## src/rtl/c64_mem_pkg.sv

```systemverilog
// Purpose: shared region encoding, address map constants and port bit indexes for the C64 memory map.
// Latency: n/a (types, constants and a combinational decode helper only).
// Backpressure: n/a.
`timescale 1ns/1ps
package c64_mem_pkg;

   typedef enum logic [2:0] {
      REG_RAM    = 3'd0,
      REG_BASIC  = 3'd1,
      REG_KERNAL = 3'd2,
      REG_CHAR   = 3'd3,
      REG_IO     = 3'd4,
      REG_PORT   = 3'd5
   } region_t;

   localparam logic [15:0] DDR_ADDR    = 16'h0000;
   localparam logic [15:0] DATA_ADDR   = 16'h0001;
   localparam logic [15:0] BASIC_BASE  = 16'hA000;
   localparam logic [15:0] KERNAL_BASE = 16'hE000;
   localparam logic [15:0] IO_BASE     = 16'hD000;

   // Processor port bit positions.
   localparam int LORAM      = 0;
   localparam int HIRAM      = 1;
   localparam int CHAREN     = 2;
   localparam int CASS_SENSE = 4;

   // External pins that actually reach the port when undriven (bits 3-5).
   localparam logic [7:0] PORT_IN_MASK = 8'h38;

   // No-cartridge map (GAME = EXROM = 1). bank = {charen, hiram, loram}.
   function automatic region_t decode_region(input logic [15:0] addr,
                                             input logic [2:0]  bank);
      logic    l, h, c;
      region_t r;
      l = bank[LORAM];
      h = bank[HIRAM];
      c = bank[CHAREN];
      r = REG_RAM;
      if (addr[15:1] == DDR_ADDR[15:1])
         r = REG_PORT;
      else if (addr[15:13] == BASIC_BASE[15:13])
         r = (l & h) ? REG_BASIC : REG_RAM;
      else if (addr[15:13] == KERNAL_BASE[15:13])
         r = h ? REG_KERNAL : REG_RAM;
      else if (addr[15:12] == IO_BASE[15:12])
         r = (l | h) ? (c ? REG_IO : REG_CHAR) : REG_RAM;
      return r;
   endfunction

endpackage

```

## src/rtl/c64_port_fade.sv

```systemverilog
// Purpose: models the capacitive hold of one floating processor-port bit (6 or 7).
// Latency: value captured each edge while driven; holds FADE_CYCLES cycles after release, then reads 0.
// Backpressure: none.
// Ports: clk/reset (async active-low), ddr_bit/data_bit (registered port bits), fade_val (held level).
`timescale 1ns/1ps
module c64_port_fade #(
   parameter int FADE_CYCLES = 4096,
   parameter int FADE_CW     = 13
) (
   input  logic clk,
   input  logic reset,
   input  logic ddr_bit,
   input  logic data_bit,
   output logic fade_val
);

   localparam logic [FADE_CW-1:0] CNT_INIT = FADE_CW'(FADE_CYCLES);

   logic [FADE_CW-1:0] r_cnt;
   logic               r_fade;

   // While driven, keep tracking the output and reload the hold time, so the
   // edge that releases the pin captures the last driven value.
   always_ff @(posedge clk or negedge reset) begin
      if (!reset) begin
         r_cnt  <= '0;
         r_fade <= 1'b0;
      end else if (ddr_bit) begin
         r_fade <= data_bit;
         r_cnt  <= CNT_INIT;
      end else if (r_cnt != '0) begin
         r_cnt <= r_cnt - FADE_CW'(1);
         if (r_cnt == FADE_CW'(1))
            r_fade <= 1'b0;
      end
   end

   assign fade_val = r_fade;

endmodule

```

## src/rtl/c64_mem_map.sv

```systemverilog
// Purpose: 6510 processor port plus C64 no-cartridge bank decode between the CPU and RAM/ROM/IO.
// Latency: reads are combinational (same cycle); port writes and banking changes apply from the next cycle.
// Backpressure: none; every access completes in its own cycle.
// Ports: ab/we/cpu_dout in, cpu_di out; ram/basic/kernal/char/io read data in;
//        ram_we, io_cs, io_we out; port_in pins in; port_out, port_ddr, bank out.
`timescale 1ns/1ps
module c64_mem_map
   import c64_mem_pkg::*;
#(
   parameter int FADE_CYCLES = 4096,
   parameter int FADE_CW     = 13
) (
   input  logic        clk,
   input  logic        reset,
   input  logic [15:0] ab,
   input  logic        we,
   input  logic [7:0]  cpu_dout,
   output logic [7:0]  cpu_di,
   input  logic [7:0]  ram_dout,
   output logic        ram_we,
   input  logic [7:0]  basic_dout,
   input  logic [7:0]  kernal_dout,
   input  logic [7:0]  char_dout,
   input  logic [7:0]  io_dout,
   output logic        io_cs,
   output logic        io_we,
   input  logic [7:0]  port_in,
   output logic [7:0]  port_out,
   output logic [7:0]  port_ddr,
   output logic [2:0]  bank
);

   logic [7:0] r_ddr;
   logic [7:0] r_data;
   logic [1:0] w_fade;
   logic [7:0] w_undriven;
   logic [7:0] w_pins;
   region_t    w_region;

   always_ff @(posedge clk or negedge reset) begin
      if (!reset) begin
         r_ddr  <= 8'h00;
         r_data <= 8'h00;
      end else if (we) begin
         if (ab == DDR_ADDR)
            r_ddr <= cpu_dout;
         if (ab == DATA_ADDR)
            r_data <= cpu_dout;
      end
   end

   c64_port_fade #(.FADE_CYCLES(FADE_CYCLES), .FADE_CW(FADE_CW)) u_fade6 (
      .clk      (clk),
      .reset    (reset),
      .ddr_bit  (r_ddr[6]),
      .data_bit (r_data[6]),
      .fade_val (w_fade[0])
   );

   c64_port_fade #(.FADE_CYCLES(FADE_CYCLES), .FADE_CW(FADE_CW)) u_fade7 (
      .clk      (clk),
      .reset    (reset),
      .ddr_bit  (r_ddr[7]),
      .data_bit (r_data[7]),
      .fade_val (w_fade[1])
   );

   // Levels seen on undriven pins: pull-ups on 0-2, external pins on 3-5,
   // decaying held charge on 6-7.
   assign w_undriven = {w_fade, 6'b00_0000} | (port_in & PORT_IN_MASK) | 8'h07;
   assign w_pins     = (r_ddr & r_data) | (~r_ddr & w_undriven);

   assign port_out = r_data & r_ddr;
   assign port_ddr = r_ddr;
   assign bank     = w_pins[2:0];

   assign w_region = decode_region(ab, bank);
   assign io_cs    = (w_region == REG_IO);
   assign io_we    = we & io_cs;
   // Writes under ROM/CHAR and to the port registers also land in RAM.
   assign ram_we   = we & ~io_cs;

   always_comb begin
      cpu_di = 8'hFF;
      if (!we) begin
         case (w_region)
            REG_BASIC:  cpu_di = basic_dout;
            REG_KERNAL: cpu_di = kernal_dout;
            REG_CHAR:   cpu_di = char_dout;
            REG_IO:     cpu_di = io_dout;
            REG_PORT:   cpu_di = ab[0] ? w_pins : r_ddr;
            default:    cpu_di = ram_dout;
         endcase
      end
   end

endmodule
```

## config.mk

```make
export PLATFORM = sky130hd
export DESIGN_NAME = c64_mem_map
export DESIGN_NICKNAME = d
export VERILOG_FILES = /design/src/rtl/c64_mem_pkg.sv /design/src/rtl/c64_port_fade.sv /design/src/rtl/c64_mem_map.sv
export SDC_FILE = /design/constraint.sdc
export NUM_CORES = 1
export LEC_CHECK = 0
export CORE_UTILIZATION = 54
export DETAILED_ROUTE_END_ITERATION = 8
export DONT_BUFFER_PORTS = 1
export PLACE_DENSITY = 0.69
export SETUP_SLACK_MARGIN = 0.3
export SYNTH_ARGS = -nofsm -noshare
export SYNTH_HDL_FRONTEND = slang
export SYNTH_SLANG_ARGS = --single-unit
```

## constraint.sdc

```tcl
create_clock -name clk -period 4.2 [get_ports clk]
set_clock_uncertainty 0.15 [all_clocks]
set_input_delay 0.42 -clock clk [delete_from_list [all_inputs] [get_ports clk]]
set_output_delay 0.42 -clock clk [all_outputs]
set_load 0.05 [all_outputs]
```

==> impl_metrics.json <==
{
  "status": "finished, final reports clean",
  "synthXorXnorAreaFrac_pct": 1.57,
  "grt_start_max_net_pins": 45,
  "worst_pin_slew_ns": 1.01,
  "cp.arrival_ns": 2.81,
  "maxSlewHeadroom_pct": 32.7,
  "synthSimpleGateAreaFrac_pct": 24.7,
  "grt_pass1_vias": 2134,
  "ys.warnings.count": 0,
  "multiInputGateArea_um2": 1580,
  "timing.fmax_mhz": 295,
  "worstHoldPathCells": 1,
  "slowest_stage": "dfrtp_1",
  "cts_resized": 0,
  "rsz0062_at_grt": "no",
  "post-route-period-util_pct": 80.6,
  "gp_congestion": 0.819,
  "viasPerCell": 6.44,
  "synthDistinctLibCells": 50,
  "seqCellArea_um2": 1100,
  "synth-edff-count": 0,
  "cap_violations": 0,
  "synth_mux_area_share_pct": 10.8,
  "path_clk_slew_ns": 0.09,
  "crit_type": "reg2out",
  "synthFlopType": "dfrtp_1",
  "finalSetupViolCount": 0,
  "vdd_drop_max_mv": 0.378,
  "clockRootBuffer": "clkbuf_8",
  "routed-via-count": 2343,
  "power_mw": 1.50,
  "path_buf_inv": 0,
  "maxSlewViolCount": 0,
  "syn_to_final_growth_pct": 8.05,
  "drc": 0,
  "cp.required_ns": 3.63,
  "period_needed_ns": 3.38,
  "critPathLaunchType": "flop",
  "ys_seq_area_share_pct": 39.4,
  "grt-ovfl-total": 0,
  "clock_latency_ns": 0.30,
  "synth_fp_nets": 373,
  "crit_fanout": 9,
  "antenna_found_initial": 0,
  "port_buffers": 0,
  "die_w_um": 74.0,
  "clock-sinks": 44,
  "syn_inst": 294,
  "setup_ws_ns": 0.815,
  "slowest_delay_ns": 0.59,
  "num_io_pins": 105,
  "cp.depth": 4,
  "cts_buffers": 5,
  "path_cells": "nand2b_1 > nand3_1 > o211a_2 > a211o_1",
  "drt_iter0_markers": 118,
  "routedWlPerCell_um": 17.6,
  "clk_path_buf_depth": 2,
  "place_ws_ns": 1.13,
  "reg2reg_depth": 6,
  "layout-drive-gt1-share_pct": 9.43,
  "num-fill-cells": 428,
  "nets": 375,
  "track_usage_pct": 23.6,
  "grt_pass1_wl_mm": 9.93,
  "synth-seq-cells": 44,
  "fp.dieArea_um2": 5470,
  "p_leak_nw": 1.26,
  "synth_compound_area_share_pct": 17.7,
  "dr.pass1.iters": 4,
  "core_um2": 4850,
  "hold_viol": 0,
  "powerDensity_nw_per_um2": 495,
  "ant_nets": 0,
  "die_h_um": 74.0,
  "critPathTopFamily": "simple AND/OR/NAND/NOR gates",
  "synth_async_sr_flop_share_pct": 100,
  "h-tree-depth": 2,
  "finalSetupTns_ns": 0,
  "start_util_pct": 57.7,
  "cts_tree": "done",
  "place_hpwl_mm": 4.81,
  "rows": 25,
  "syn_avg_cell_area_um2": 9.51,
  "diodes": 0,
  "synth_top_family_by_area": "simple AND/OR/NAND/NOR gates",
  "wl_mm": 6.42,
  "syn_area_um2": 2800,
  "synth_fa_ha_area_share_pct": 1.79,
  "hold_class": "in2reg",
  "endpoint_kind": "primary output"
}
==> cells in the mapped netlist (all sizes together) (2+ instances only) <==
library cell	n	area share, %
xnor2	3	0.94
or3	4	0.89
o31ai	5	1.3
nand2b	3	0.67
a31o	3	0.94
o21ai	7	1.3
xor2	2	0.63
a311oi	2	0.63
ha	4	1.8
nor3	13	3.1
nor2	29	3.9
and2	6	1.3
nor2b	12	2.7
a21oi	17	3.0
or4b	2	0.72
nor4	9	2.8
buf	2	0.54
or4	8	2.4
o41ai	2	0.63
inv	14	1.9
mux2i	10	3.6
dfrtp	44	39
mux2	18	7.2
nand4	4	0.89
or2	4	0.90
clkbuf	11	1.5
a22oi	8	2.1
nand3	5	0.89
nand2	9	1.2
o221ai	8	2.5
a211o	8	2.5
a211oi	4	1.1
nand3b	5	1.3
==> worst reg2reg max path, stage by stage, from the launching register on <==
cell and delay (ns):
dfrtp_1 0.41, inv_1 0.13, ha_1 0.21, or3b_1 0.49, or4_4 0.56, nand4_1 0.15, mux2_1 0.33
==> layer usage <==
metal | vias to the layer above | wire length (µm) | GRT usage (%)
li1 | 1111 | - | -
met4 | 0 | 112 | 7.48
met2 | 85 | 3290 | 42.5
met1 | 1135 | 2660 | 28.4
met5 | - | 0 | 0
met3 | 12 | 352 | 4.61
==> what timing repair did <==
action,4_1_cts,5_1_grt
endpoints found under the hold margin,44,0
hold buffers,2,0
setup buffers,0,0
==> state kept, by name, summed over array words and instances (netlist names) <==
register and count:
u_fade6.fade_val 1, u_fade7.fade_val 1, u_fade6.r_cnt 13, r_data 8
u_fade7.r_cnt 13, port_ddr 8
==> per-stage QoR <==
| step | cells | hold slack, ns | area [µm²] | utilization (%) |
|---|---|---|---|---|
| after floorplan | 294 | -0.0256 | 2800 | - |
| after global placement | 354 | -0.0247 | 2870 | 59.2 |
| after detailed placement | 354 | -0.0247 | 2870 | 59.2 |
| after CTS | 364 | 0.0854 | 3020 | 62.3 |
| after global routing | 364 | 0.0791 | 3020 | 62.3 |
| final | 364 | 0.0930 | 3020 | 62.3 |
==> where the power goes <==
| part | switching, mW | internal (mW) |
|---|---|---|
| sequential | 0.136 | 0.536 |
| clock | 0.150 | 0.179 |
| combinational | 0.276 | 0.219 |
==> layout make-up <==
class	count	share of cell area, %
Clock buffer	5	2.28
Clock inverter	3	1.53
Inverter	15	1.86
Multi-Input combinational cell	222	52.4
Sequential cell	44	36.4
Tap cell	67	2.77
Timing Repair Buffer	8	2.73
==> placed cells by master (no fill, tap or decap), types with 2 or more instances in the layout <==
| master | instances |
|---|---|
| o31ai_1 | 5 |
| nand3b_1 | 5 |
| nand3_1 | 5 |
| o21ai_0 | 6 |
| nor3_4 | 2 |
| a21oi_1 | 17 |
| or3_1 | 4 |
| a22oi_1 | 8 |
| mux2i_1 | 10 |
| or4_4 | 2 |
| clkbuf_8 | 5 |
| a311oi_1 | 2 |
| nor4_1 | 7 |
| mux2_1 | 18 |
| or2_2 | 3 |
| and2_1 | 6 |
| nand2b_1 | 3 |
| o41ai_1 | 2 |
| a211o_1 | 8 |
| a211oi_1 | 4 |
| xor2_1 | 2 |
| inv_1 | 14 |
| or4_1 | 6 |
| xnor2_1 | 3 |
| dfrtp_1 | 44 |
| buf_4 | 6 |
| nand2_1 | 9 |
| nor3_1 | 11 |
| nor2b_1 | 12 |
| ha_1 | 4 |
| nand4_1 | 4 |
| a31o_2 | 2 |
| nor2_1 | 29 |
| o221ai_1 | 8 |
==> worst paths after layout <==
kind                                   from               end  slack, ns
hold / removal                  cpu_dout[4]       port_ddr[4]       0.09
max in group asynchronous             reset  u_fade6.r_cnt[3]       3.22
min in group asynchronous             reset         r_data[4]       0.48
hold reg to reg                   r_data[7]         r_data[7]       0.35
setup / recovery                port_ddr[1]         cpu_di[5]       0.82
setup reg to reg           u_fade7.r_cnt[0]  u_fade7.r_cnt[9]       1.67
==> kinds of logic (layout without fill, tap and decap cells) <==
family,Yosys count,count (layout)
compound gates,69,69
xor+xnor,5,5
fa+ha+maj,4,4
buf+inv,28,31
flops,44,44
mux,28,28
simple gates,116,116
(Power assumes the default switching activity.)
